File: config.mk
export PLATFORM = sky130hd
export DESIGN_NAME = csr_bus_arbiter
export DESIGN_NICKNAME = d
export VERILOG_FILES = /design/src/rtl/csr_bus_arbiter_pkg.sv /design/src/rtl/csr_bus_arbiter_rr_pick.sv /design/src/rtl/csr_bus_arbiter.sv
export SDC_FILE = /design/constraint.sdc
export NUM_CORES = 1
export LEC_CHECK = 0
export ABC_AREA = 1
export CORE_MARGIN = 5
export CORE_UTILIZATION = 40
export CTS_CLUSTER_SIZE = 24
export DETAILED_ROUTE_END_ITERATION = 10
export PLACE_DENSITY = 0.76
export SLEW_MARGIN = 15
export SYNTH_ARGS = -nofsm -noshare
export SYNTH_HDL_FRONTEND = slang
export SYNTH_HIERARCHICAL = 1
export SYNTH_SLANG_ARGS = --single-unit
File: constraint.sdc
create_clock -name clk -period 1.8 [get_ports clk]
set_input_delay 0.36 -clock clk [delete_from_list [all_inputs] [get_ports clk]]
set_output_delay 0.36 -clock clk [all_outputs]
set_load 0.02 [all_outputs]
File: src/rtl/csr_bus_arbiter_pkg.sv
// rtl/csr_bus_arbiter_pkg.sv - shared constants and FSM encoding for the CSR bus arbiter
package csr_bus_arbiter_pkg;

    localparam int CSR_ADDR_W = 12;
    localparam int CSR_DATA_W = 8;

    localparam int REQ_SPI  = 0;
    localparam int REQ_NKMD = 1;

    typedef enum logic [1:0] {
        ST_IDLE,
        ST_ISSUE,
        ST_WAIT,
        ST_ACK
    } arb_state_t;

endpackage

File: src/rtl/csr_bus_arbiter_rr_pick.sv
// rtl/csr_bus_arbiter_rr_pick.sv - combinational round-robin priority encoder
module rr_pick #(
    parameter int N     = 2,
    parameter int PTR_W = 1
) (
    input  logic [N-1:0]     req,
    input  logic [PTR_W-1:0] ptr,
    output logic [N-1:0]     gnt
);

    logic found;
    int   idx;

    // Scan starting at the pointer and wrapping, so the master just served ranks last.
    always_comb begin
        gnt   = '0;
        found = 1'b0;
        idx   = 0;
        for (int i = 0; i < N; i++) begin
            idx = int'(ptr) + i;
            if (idx >= N) begin
                idx = idx - N;
            end
            if (!found && req[idx]) begin
                gnt[idx] = 1'b1;
                found    = 1'b1;
            end
        end
    end

endmodule

File: src/rtl/csr_bus_arbiter.sv
// rtl/csr_bus_arbiter.sv - round-robin CSR bus arbiter with burst lock and lock-hold watchdog
module csr_bus_arbiter
    import csr_bus_arbiter_pkg::*;
#(
    parameter int NUM_REQ  = 2,
    parameter int ADDR_W   = CSR_ADDR_W,
    parameter int DATA_W   = CSR_DATA_W,
    parameter int RD_LAT   = 1,
    parameter int LOCK_MAX = 256
) (
    input  logic                      clk,
    input  logic                      rst,
    input  logic [NUM_REQ-1:0]        req_i,
    input  logic [NUM_REQ-1:0]        we_i,
    input  logic [NUM_REQ-1:0]        lock_i,
    input  logic [NUM_REQ*ADDR_W-1:0] addr_i,
    input  logic [NUM_REQ*DATA_W-1:0] wdata_i,
    output logic [NUM_REQ-1:0]        ack_o,
    output logic [DATA_W-1:0]         rdata_o,
    output logic [NUM_REQ-1:0]        gnt_o,
    output logic [ADDR_W-1:0]         csr_addr_o,
    output logic                      csr_we_o,
    output logic                      csr_re_o,
    output logic [DATA_W-1:0]         csr_wdata_o,
    input  logic [DATA_W-1:0]         csr_rdata_i,
    output logic                      lock_brk_o
);

    localparam int PTR_W  = (NUM_REQ > 1) ? $clog2(NUM_REQ) : 1;
    localparam int HOLD_W = $clog2(LOCK_MAX + 1);
    localparam int LAT_W  = 2;

    arb_state_t          state_q, state_d;
    logic [NUM_REQ-1:0]  gnt_q, gnt_d;
    logic [PTR_W-1:0]    ptr_q, ptr_d;
    logic [HOLD_W-1:0]   hold_q, hold_d;
    logic [LAT_W-1:0]    lat_q, lat_d;
    logic [ADDR_W-1:0]   addr_q, addr_d;
    logic [DATA_W-1:0]   wdata_q, wdata_d;
    logic [DATA_W-1:0]   rdata_q, rdata_d;
    logic                we_q, we_d;

    logic [NUM_REQ-1:0]  pick;
    logic [PTR_W-1:0]    owner, owner_nxt, pick_idx, sel_idx;
    logic [ADDR_W-1:0]   sel_addr;
    logic [DATA_W-1:0]   sel_wdata;
    logic                sel_we;
    logic                req_own, lock_own, others_req, hold_max;

    rr_pick #(
        .N     (NUM_REQ),
        .PTR_W (PTR_W)
    ) u_rr_pick (
        .req (req_i),
        .ptr (ptr_q),
        .gnt (pick)
    );

    always_comb begin
        owner    = '0;
        pick_idx = '0;
        for (int i = 0; i < NUM_REQ; i++) begin
            if (gnt_q[i]) owner = PTR_W'(i);
            if (pick[i])  pick_idx = PTR_W'(i);
        end
    end

    assign owner_nxt  = (owner == PTR_W'(NUM_REQ - 1)) ? '0 : owner + 1'b1;
    assign req_own    = |(req_i & gnt_q);
    assign lock_own   = |(lock_i & gnt_q);
    assign others_req = |(req_i & ~gnt_q);
    assign hold_max   = (hold_q == HOLD_W'(LOCK_MAX));

    // A held grant issues for its owner; otherwise the freshly picked master is issued.
    always_comb begin
        sel_idx   = (gnt_q != '0) ? owner : pick_idx;
        sel_addr  = '0;
        sel_wdata = '0;
        sel_we    = 1'b0;
        for (int i = 0; i < NUM_REQ; i++) begin
            if (sel_idx == PTR_W'(i)) begin
                sel_addr  = addr_i[i*ADDR_W +: ADDR_W];
                sel_wdata = wdata_i[i*DATA_W +: DATA_W];
                sel_we    = we_i[i];
            end
        end
    end

    always_comb begin
        state_d = state_q;
        gnt_d   = gnt_q;
        ptr_d   = ptr_q;
        lat_d   = lat_q;
        addr_d  = addr_q;
        wdata_d = wdata_q;
        rdata_d = rdata_q;
        we_d    = we_q;
        case (state_q)
            ST_IDLE: begin
                if (gnt_q != '0) begin
                    if (req_own) begin
                        addr_d  = sel_addr;
                        wdata_d = sel_wdata;
                        we_d    = sel_we;
                        state_d = ST_ISSUE;
                    end else if (!lock_own) begin
                        gnt_d = '0;
                        ptr_d = owner_nxt;
                    end
                end else if (pick != '0) begin
                    gnt_d   = pick;
                    addr_d  = sel_addr;
                    wdata_d = sel_wdata;
                    we_d    = sel_we;
                    state_d = ST_ISSUE;
                end
            end
            ST_ISSUE: begin
                if (we_q || RD_LAT == 1) begin
                    state_d = ST_ACK;
                end else begin
                    lat_d   = LAT_W'(1);
                    state_d = ST_WAIT;
                end
            end
            ST_WAIT: begin
                if (lat_q == LAT_W'(RD_LAT - 1)) begin
                    state_d = ST_ACK;
                end else begin
                    lat_d = lat_q + 1'b1;
                end
            end
            ST_ACK: begin
                if (!we_q) begin
                    rdata_d = csr_rdata_i;
                end
                // Locked owners keep the bus for the next burst beat until the watchdog trips.
                if (!(lock_own && !hold_max)) begin
                    gnt_d = '0;
                    ptr_d = owner_nxt;
                end
                state_d = ST_IDLE;
            end
            default: state_d = ST_IDLE;
        endcase
    end

    always_comb begin
        hold_d = hold_q;
        if (gnt_d != gnt_q) begin
            hold_d = '0;
        end else if ((gnt_q != '0) && lock_own && others_req && !hold_max) begin
            hold_d = hold_q + 1'b1;
        end
    end

    always_ff @(posedge clk or negedge rst) begin
        if (!rst) begin
            state_q <= ST_IDLE;
            gnt_q   <= '0;
            ptr_q   <= '0;
            hold_q  <= '0;
            lat_q   <= '0;
            addr_q  <= '0;
            wdata_q <= '0;
            rdata_q <= '0;
            we_q    <= 1'b0;
        end else begin
            state_q <= state_d;
            gnt_q   <= gnt_d;
            ptr_q   <= ptr_d;
            hold_q  <= hold_d;
            lat_q   <= lat_d;
            addr_q  <= addr_d;
            wdata_q <= wdata_d;
            rdata_q <= rdata_d;
            we_q    <= we_d;
        end
    end

    assign gnt_o       = gnt_q;
    assign ack_o       = (state_q == ST_ACK) ? gnt_q : '0;
    assign rdata_o     = (state_q == ST_ACK && !we_q) ? csr_rdata_i : rdata_q;
    assign csr_addr_o  = addr_q;
    assign csr_wdata_o = wdata_q;
    assign csr_we_o    = (state_q == ST_ISSUE) && we_q;
    assign csr_re_o    = (state_q == ST_ISSUE) && !we_q;
    assign lock_brk_o  = (state_q == ST_ACK) && lock_own && hold_max;

endmodule

==> metrics.md, run 1 <==
| Metric | Value |
|---|---|
| Slew Limit Fails | 0 |
| PnR Total Power | slightly above 6000 µW |
| Minimum clock period | between 1.5 and 2 ns |
| Worst Setup SP | state_q[0] |
| Hold slack | around 0.023 ns |
| Num CTS Buffers | 5 |
| Layout fillers | 546 |
| Failing checks | setup timing |
| Status | finished, violations left |
| Initial core utilization | roughly two fifths |
| Drt wl/cell | 14.1 µm |
| R2R Path End | hold_q[0] |
| Setup violations, final | 8 |
| RD Place Congestion | just over 0.8 |
| DP HPWL | 4740 µm |
| Drt initial violations | 92 |
| Peak supply drop | 776 µV |
| Crit path DAT | between 1.5 and 2 ns |
| CP endpoint | rdata_o[3] |
| Most frequent cells in the layout | 74 x clkdlybuf4s50_1, 56 x nand2_1, 45 x dfrtp_1, 32 x nand3_1, 31 x nor2_1 |
| Number of global-route vias before repair | around 2,400 |
| Tcrit/Tclk final | 108% |
| Final hold vios | 0 |
| All-Layer GR Usage | about 17% |
| Rows | 29 |
| Crit path required time | 1.44 ns |
| Reg2reg start | state_q[1] |
| CP Max Fanout | 8 |
| Inserted Diodes | 0 |
| IO Count | ~90 |
| Vias per Instance | 5.01 |
| MaxCap Viol Count | 0 |
| Post-route ant nets | 0 |
| Mapped Cells | slightly below 300 |
| Area grow syn2layout | 63.2% |
| Final core occ | roughly two thirds |
| Vert. Die Dim | about 89 µm |
| Pre-CTS setup slack | -0.291 ns |
| Cells on worst reg2reg path | 9 |
| Seq cells post-synth | 45 |
| DR DRC count | 0 |
| Pre-Repair DR Iteration Count | 4 |
| Worst setup EP type | output port |
| Full die area | around 8000 µm² |
| IO Port Bufs | 90 |
| Seq/Total Area, Yosys | between 40 and 50% |
| Clk_lat worst skew | 0.30 ns |
| Total overflow reported by the global router | 0 |
| Core footprint | around 6200 µm² |
| Warnings from Yosys | 6 |
| Root Driver | clkbuf_8 |
| Nets | about 480 |
| Via Count | 2,483 |
| Hold WC Path Type | in -> async |
| Max Buffers Root-to-Sink | 2 |
| CP Launch Type | register |
| CTS clk-pin slew, worst paths | 0.09 ns |
| Critical path class | reg -> out |
| PnR worst setup slack | -0.149 ns |
| Max frequency | about 0.5 GHz |
| Worst slew pin tran | between 0.2 and 0.25 ns |
| Final setup skew | around 0.0050 ns |
| Flop2flop setup slack | about 0.12 ns |
| Die W | between 80 and 90 µm |
| Synth Area per Inst | 8.59 µm² |
| Leading cell type in the layout, fill and taps excluded | clkdlybuf4s50_1 |
| RSZ-0062 raised after global routing | yes |
| CTS sink count | 45 |
| CTS Hold Bufs | 0 |
| Post-Syn Area | 2520 µm² |
| Post-synth cell types | 30 |
| Share of cells above drive strength 1 | ~27% |
| CTS tree | done |
| Largest net degree at the start of global routing | 46 |
| Relative slew margins | between 80% and 90% |
| Syn_nets | approximately 360 |
| WL final | around 7000 µm |
| H-tree depth | 2 |
| Leak Pwr | around 0.0019 µW |
| Antenna violations before repair | 0 |
| Pwr dens | ~1500 nW/µm² |
| First-pass GRT wire length | between 10,000 and 15,000 µm |
## where the power goes
group	total, µW	internal (µW)	switching [µW]
registers	1590	1400	182
logic	3850	1910	1930
clock network	706	348	358
total	6140	3660	2480
## worst min-delay path by stage
stage | endpoint | start | cells past startpoint | slack [ns]
2_1_floorplan | csr_addr_o[0] | rst | 0 | 0.06
3_3_place_gp | rdata_q[6] | rst | 2 | 0.36
3_5_place_dp | rdata_q[6] | rst | 2 | 0.36
4_1_cts | rdata_q[6] | rst | 2 | 0.03
5_1_grt | rdata_q[7] | rst | 2 | 0.03
6_report | rdata_q[4] | rst | 2 | 0.02
## registers in the layout, indices dropped and copies added, names as in the netlist
signal and count:
csr_addr_o 12, hold_q 9, csr_wdata_o 8, rdata_q 8, gnt_o 2, lat_q 2
state_q 2, ptr_q 1, we_q 1
## critical path, stage by stage, from the launching register on
cell and delay (ns):
dfrtp_1 0.41, ha_2 0.21, nand2_2 0.08, buf_12 0.14
mux2_4 0.32, buf_6 0.13
## Yosys cell counts
cell type,instances,area [µm²]
a21boi_2,1,11.3
a21oi_1,3,15.0
a21oi_2,1,8.76
a31oi_1,21,131
a31oi_4,1,21.3
buf_1,2,7.51
buf_2,2,10.0
buf_4,3,22.5
buf_6,1,11.3
clkbuf_1,4,15.0
dfrtp_1,45,1130
ha_1,7,87.6
inv_1,23,86.3
inv_2,4,15.0
inv_6,1,8.76
mux2_2,8,90.1
nand2_1,58,218
nand2_2,5,31.3
nand2_4,4,45.0
nand3_1,33,165
nand3_2,3,30.0
nand4_1,3,18.8
nand4_2,1,12.5
nor2_1,34,128
nor2_2,1,6.26
nor3_2,9,90.1
o21ai_0,5,25.0
o21ai_1,2,10.0
o21ai_2,1,8.76
xor2_1,7,61.3
## layout make-up
class,instances,area (µm²),share of cell area [%]
clock buffers,7,96.3,2.35
clock inverters,1,5.00,0.122
inverters,28,119,2.89
multi-input cells,209,1330,32.3
flip-flops and latches,45,1130,27.4
well taps,77,96.3,2.35
repair buffers,129,1340,32.6
## metrics by stage
step	area [µm²]	std cells	setup TNS, ns
after floorplan	2520	293	0
after global placement	3730	476	-5.24
after detailed placement	3730	476	-6.33
after CTS	3910	487	-1.05
after global routing	4110	496	-1.53
final	4110	496	-1.14
## layer usage
metal  track usage (%)  vias to the layer above  wire length [µm]
li1                  -                     1226                 -
met5                 0                        -                 0
met1              19.8                     1175              2740
met4              3.92                        0                88
met3              5.90                       10               531
met2              30.3                       72              3630
## kinds of logic (layout without fill, tap and decap cells)
kind of cell,count (synthesis),after routing,synth area share [%]
xor+xnor,7,7,2.44
simple gates,151,152,29.6
compound gates,35,35,9.19
mux,8,8,3.58
fa+ha+maj,7,7,3.48
flops,45,45,44.7
buf+inv,40,165,7.01
## repair_timing
item                                    in CTS  in global routing
endpoints found under the setup margin      15                 43
resized for setup                           85                 19
pin swaps                                    2                  6
gates cloned                                 0                  5
setup buffers                                3                  6
No activity file was read; power rests on OpenSTA's default activity.
==> run 2, diff against run 1 <==
--- a/config.mk
+++ b/config.mk
@@ -6,13 +6,14 @@
 export NUM_CORES = 1
 export LEC_CHECK = 0
 export ABC_AREA = 1
+export CELL_PAD_IN_SITES_DETAIL_PLACEMENT = 0
+export CELL_PAD_IN_SITES_GLOBAL_PLACEMENT = 1
 export CORE_MARGIN = 5
-export CORE_UTILIZATION = 40
+export CORE_UTILIZATION = 32
 export CTS_CLUSTER_SIZE = 24
 export DETAILED_ROUTE_END_ITERATION = 10
-export PLACE_DENSITY = 0.76
+export PLACE_DENSITY = 0.82
 export SLEW_MARGIN = 15
 export SYNTH_ARGS = -nofsm -noshare
 export SYNTH_HDL_FRONTEND = slang
-export SYNTH_HIERARCHICAL = 1
 export SYNTH_SLANG_ARGS = --single-unit
==> metrics.md, run 2 <==
| Metric | Value |
|---|---|
| Status | finished, violations left |
| Failing checks | hold timing, setup timing |
| MaxCap Viol Count | 0 |
| Rows | 32 |
| Synth Area per Inst | 8.46 µm² |
| Clk_lat worst skew | around 0.3 ns |
| Layout fillers | 731 |
| Flop pwr share | about a quarter |
| Area grow syn2layout | 58.8% |
| Worst slew pin tran | 0.457 ns |
| Drt initial violations | slightly above 40 |
| Largest net degree at the start of global routing | 29 |
| Max frequency | around 0.53 GHz |
| IO Count | 91 |
| Switching Share | roughly two fifths |
| P_sw | between 2000 and 3000 µW |
| Warnings from Yosys | 0 |
| Clock power frac | a little over a tenth |
| Synth cell count leaders | 91 x nand2_1, 45 x dfrtp_1, 31 x inv_1, 28 x o21ai_0, 25 x mux2_2 |
| Leak Pwr | roughly 0.0019 µW |
| CTS sink count | 45 |
| Seq cells post-synth | 45 |
| DR DRC count | 0 |
| XOR/XNOR share of the synthesized area | 1.04% |
| Post-Syn Area | about 2500 µm² |
| Root Driver | clkbuf_8 |
| Pwr dens | 1520 nW/µm² |
| Tcrit/Tclk final | 106% |
| Crit path DAT | roughly 1.5 ns |
| IO Port Bufs | 90 |
| Setup violations, final | 8 |
| CP Launch Type | register |
| Crit path required time | 1.44 ns |
| Combinational share of power | 63.1% |
| Total overflow reported by the global router | 0 |
| CTS clk-pin slew, worst paths | about 0.09 ns |
| CP max-delay cell | dfrtp_1 |
| Seq/Total Area, Yosys | 44.5% |
| Pre-Repair DR Iteration Count | 4 |
| Syn_nets | between 300 and 400 |
| Via Count | approximately 2,400 |
| DP HPWL | between 5000 and 6000 µm |
| Yosys top cell by area | dfrtp_1 |
| CTS Hold Bufs | 0 |
| Antenna violations before repair | 0 |
| Inserted Diodes | 0 |
| Post-route ant nets | 0 |
| Hold slack | -0.00338 ns |
| Flop2flop setup slack | approximately 0.1 ns |
| Leading cell type in the layout, fill and taps excluded | nand2_1 |
| RD Place Congestion | between 0.8 and 0.9 |
| Share of flip-flops with an asynchronous set or reset | 100% |
| Final hold vios | 8 |
| Top-area cell type share of the netlist area | 44.5% |
| Combinational family with the most area after synthesis | simple AND/OR/NAND/NOR gates |
| Critical path class | reg -> out |
| CTS tree | done |
| Initial core utilization | approximately 33% |
| P_int | approximately 3600 µW |
| Max Buffers Root-to-Sink | 2 |
| Peak supply drop | around 680 µV |
| Most used DFF post-synth | dfrtp_1 |
| Core footprint | ~7700 µm² |
| Placed Cells | ~520 |
| Relative slew margins | 69.6% |
| Vias per Instance | around 4.5 |
| Count leader, synth | nand2_1 |
| Critical path's largest stage delay | approximately 0.39 ns |
| Compound-gate portion of the synthesized area | ~6.6% |
| Vert. Die Dim | 98.9 µm |
| EDFF count, synth | 0 |
| Number of global-route vias before repair | about 2,500 |
| Max FFs per register | 12 |
| First-pass GRT wire length | 11,300 µm |
| Mapped Cells | about 300 |
| PnR worst setup slack | -0.0994 ns |
| All-Layer GR Usage | 14.1% |
| H-tree depth | 2 |
| Nets | 488 |
| CP Max Fanout | 8 |
| Top post-synthesis cells by area | dfrtp_1 45%, nand2_1 14%, mux2_2 11% |
| RSZ-0062 raised after global routing | yes |
| Slew Limit Fails | 0 |
| Minimum clock period | between 1.5 and 2 ns |
| Adder-Cell Fraction of Synth Area | 3.46% |
| Hold WC Path Type | in -> async |
| Final setup skew | 0.00923 ns |
| Pre-CTS setup slack | -0.274 ns |
| Share of cells above drive strength 1 | a little over a quarter |
| Simple-gate share of the synthesized area | 23.7% |
| Cells along the critical path | ha_2 > nand2_2 > buf_12 > mux2_4 > buf_6 |
| Post-synth cell types | 23 |
| Num CTS Buffers | 5 |
| WL final | about 6800 µm |
| Drt wl/cell | 12.9 µm |
| Most frequent cells in the layout | 88 x nand2_1, 74 x clkdlybuf4s50_1, 44 x dfrtp_1, 37 x buf_4, 27 x o21ai_0 |
| Worst setup EP type | output port |
| Die W | ~100 µm |
| Post-synthesis mux area share | 13.4% |
| Fin cells | approximately 530 |
| Full die area | 9780 µm² |
[run 2: changes by cell type after synthesis, sizes merged, moves of 9 or more]
cell   delta
nor2     -13
nand2    +28
mux2     +22
o21ai    +21
nor3      -9
a31oi    -20
nand3    -23
[run 2: power groups by stage]
stage / Clock, µW / Sequential (µW) / Combinational (µW)
after CTS: 672 / 1600 / 3800
after global routing: 716 / 1650 / 4210
after global placement: 0 / 1590 / 3600
after detailed placement: 0 / 1600 / 3640
final: 648 / 1610 / 3860
after floorplan: 0 / 1870 / 1680
[run 2: metal layers]
layer  up-vias  track usage (%)  share of wire (%)
li1       1213                -                  -
met1      1083             16.3                 44
met2        54             25.0                 48
met3         7             4.74                6.5
met4         0             3.68                1.5
met5         -                0                  0
[run 2: final timing paths]
check / from / end / cells past startpoint
max: state_q[0] / rdata_o[0] / 5
min: rst / hold_q[8] / 1
max reg2reg: state_q[1] / state_q[1] / 7
min reg2reg: rdata_q[2] / rdata_q[2] / 1
max in group asynchronous: rst / we_q / 2
min in group clk: rdata_q[2] / rdata_q[2] / 1
[run 2: area by class of cell]
type / count / area [µm²] / area share, %
Clock inverter: 3 / 21.3 / 0.530
Inverter: 32 / 121 / 3.02
Timing Repair Buffer: 130 / 1230 / 30.7
Clock buffer: 5 / 68.8 / 1.71
Sequential cell: 45 / 1130 / 28.1
Multi-Input combinational cell: 211 / 1320 / 32.8
Tap cell: 102 / 128 / 3.18
[run 2: per-stage QoR]
stage | utilization [%] | cell area [µm²] | total power, µW | TNS, ns
2_1_floorplan | - | 2530 | 3550 | 0
3_3_place_gp | 49.3 | 3810 | 5200 | -7.04
3_5_place_dp | 49.3 | 3810 | 5240 | -6.37
4_1_cts | 51.1 | 3950 | 6070 | -0.877
5_1_grt | 52.0 | 4020 | 6580 | -1.25
6_report | 52.0 | 4020 | 6110 | -0.744
[run 2: logic make-up (layout without fill, tap and decap cells)]
logic type,count (synthesis),count (layout)
AOI/OAI and AO/OA,33,33
xor gates and xnor gates,3,3
adders and majority gates,7,7
buffers and inverters,43,170
DFF,45,45
muxes,30,30
and+or+nand+nor,138,138
[run 2: critical path, delay by kind of cell, from the launching register on]
family	cells	cell delay, ns
multiplexers	1	0.31
buffers and inverters	2	0.27
AND/OR/NAND/NOR	1	0.07
adder cells (fa/ha/maj)	1	0.19
flip-flops	1	0.39
[run 2: what timing repair did]
action / CTS / global route
setup buffers: 1 / 1
cloned: 0 / 0
setup endpoints to repair: 14 / 27
pin swaps: 3 / 10
gates resized for setup: 80 / 25
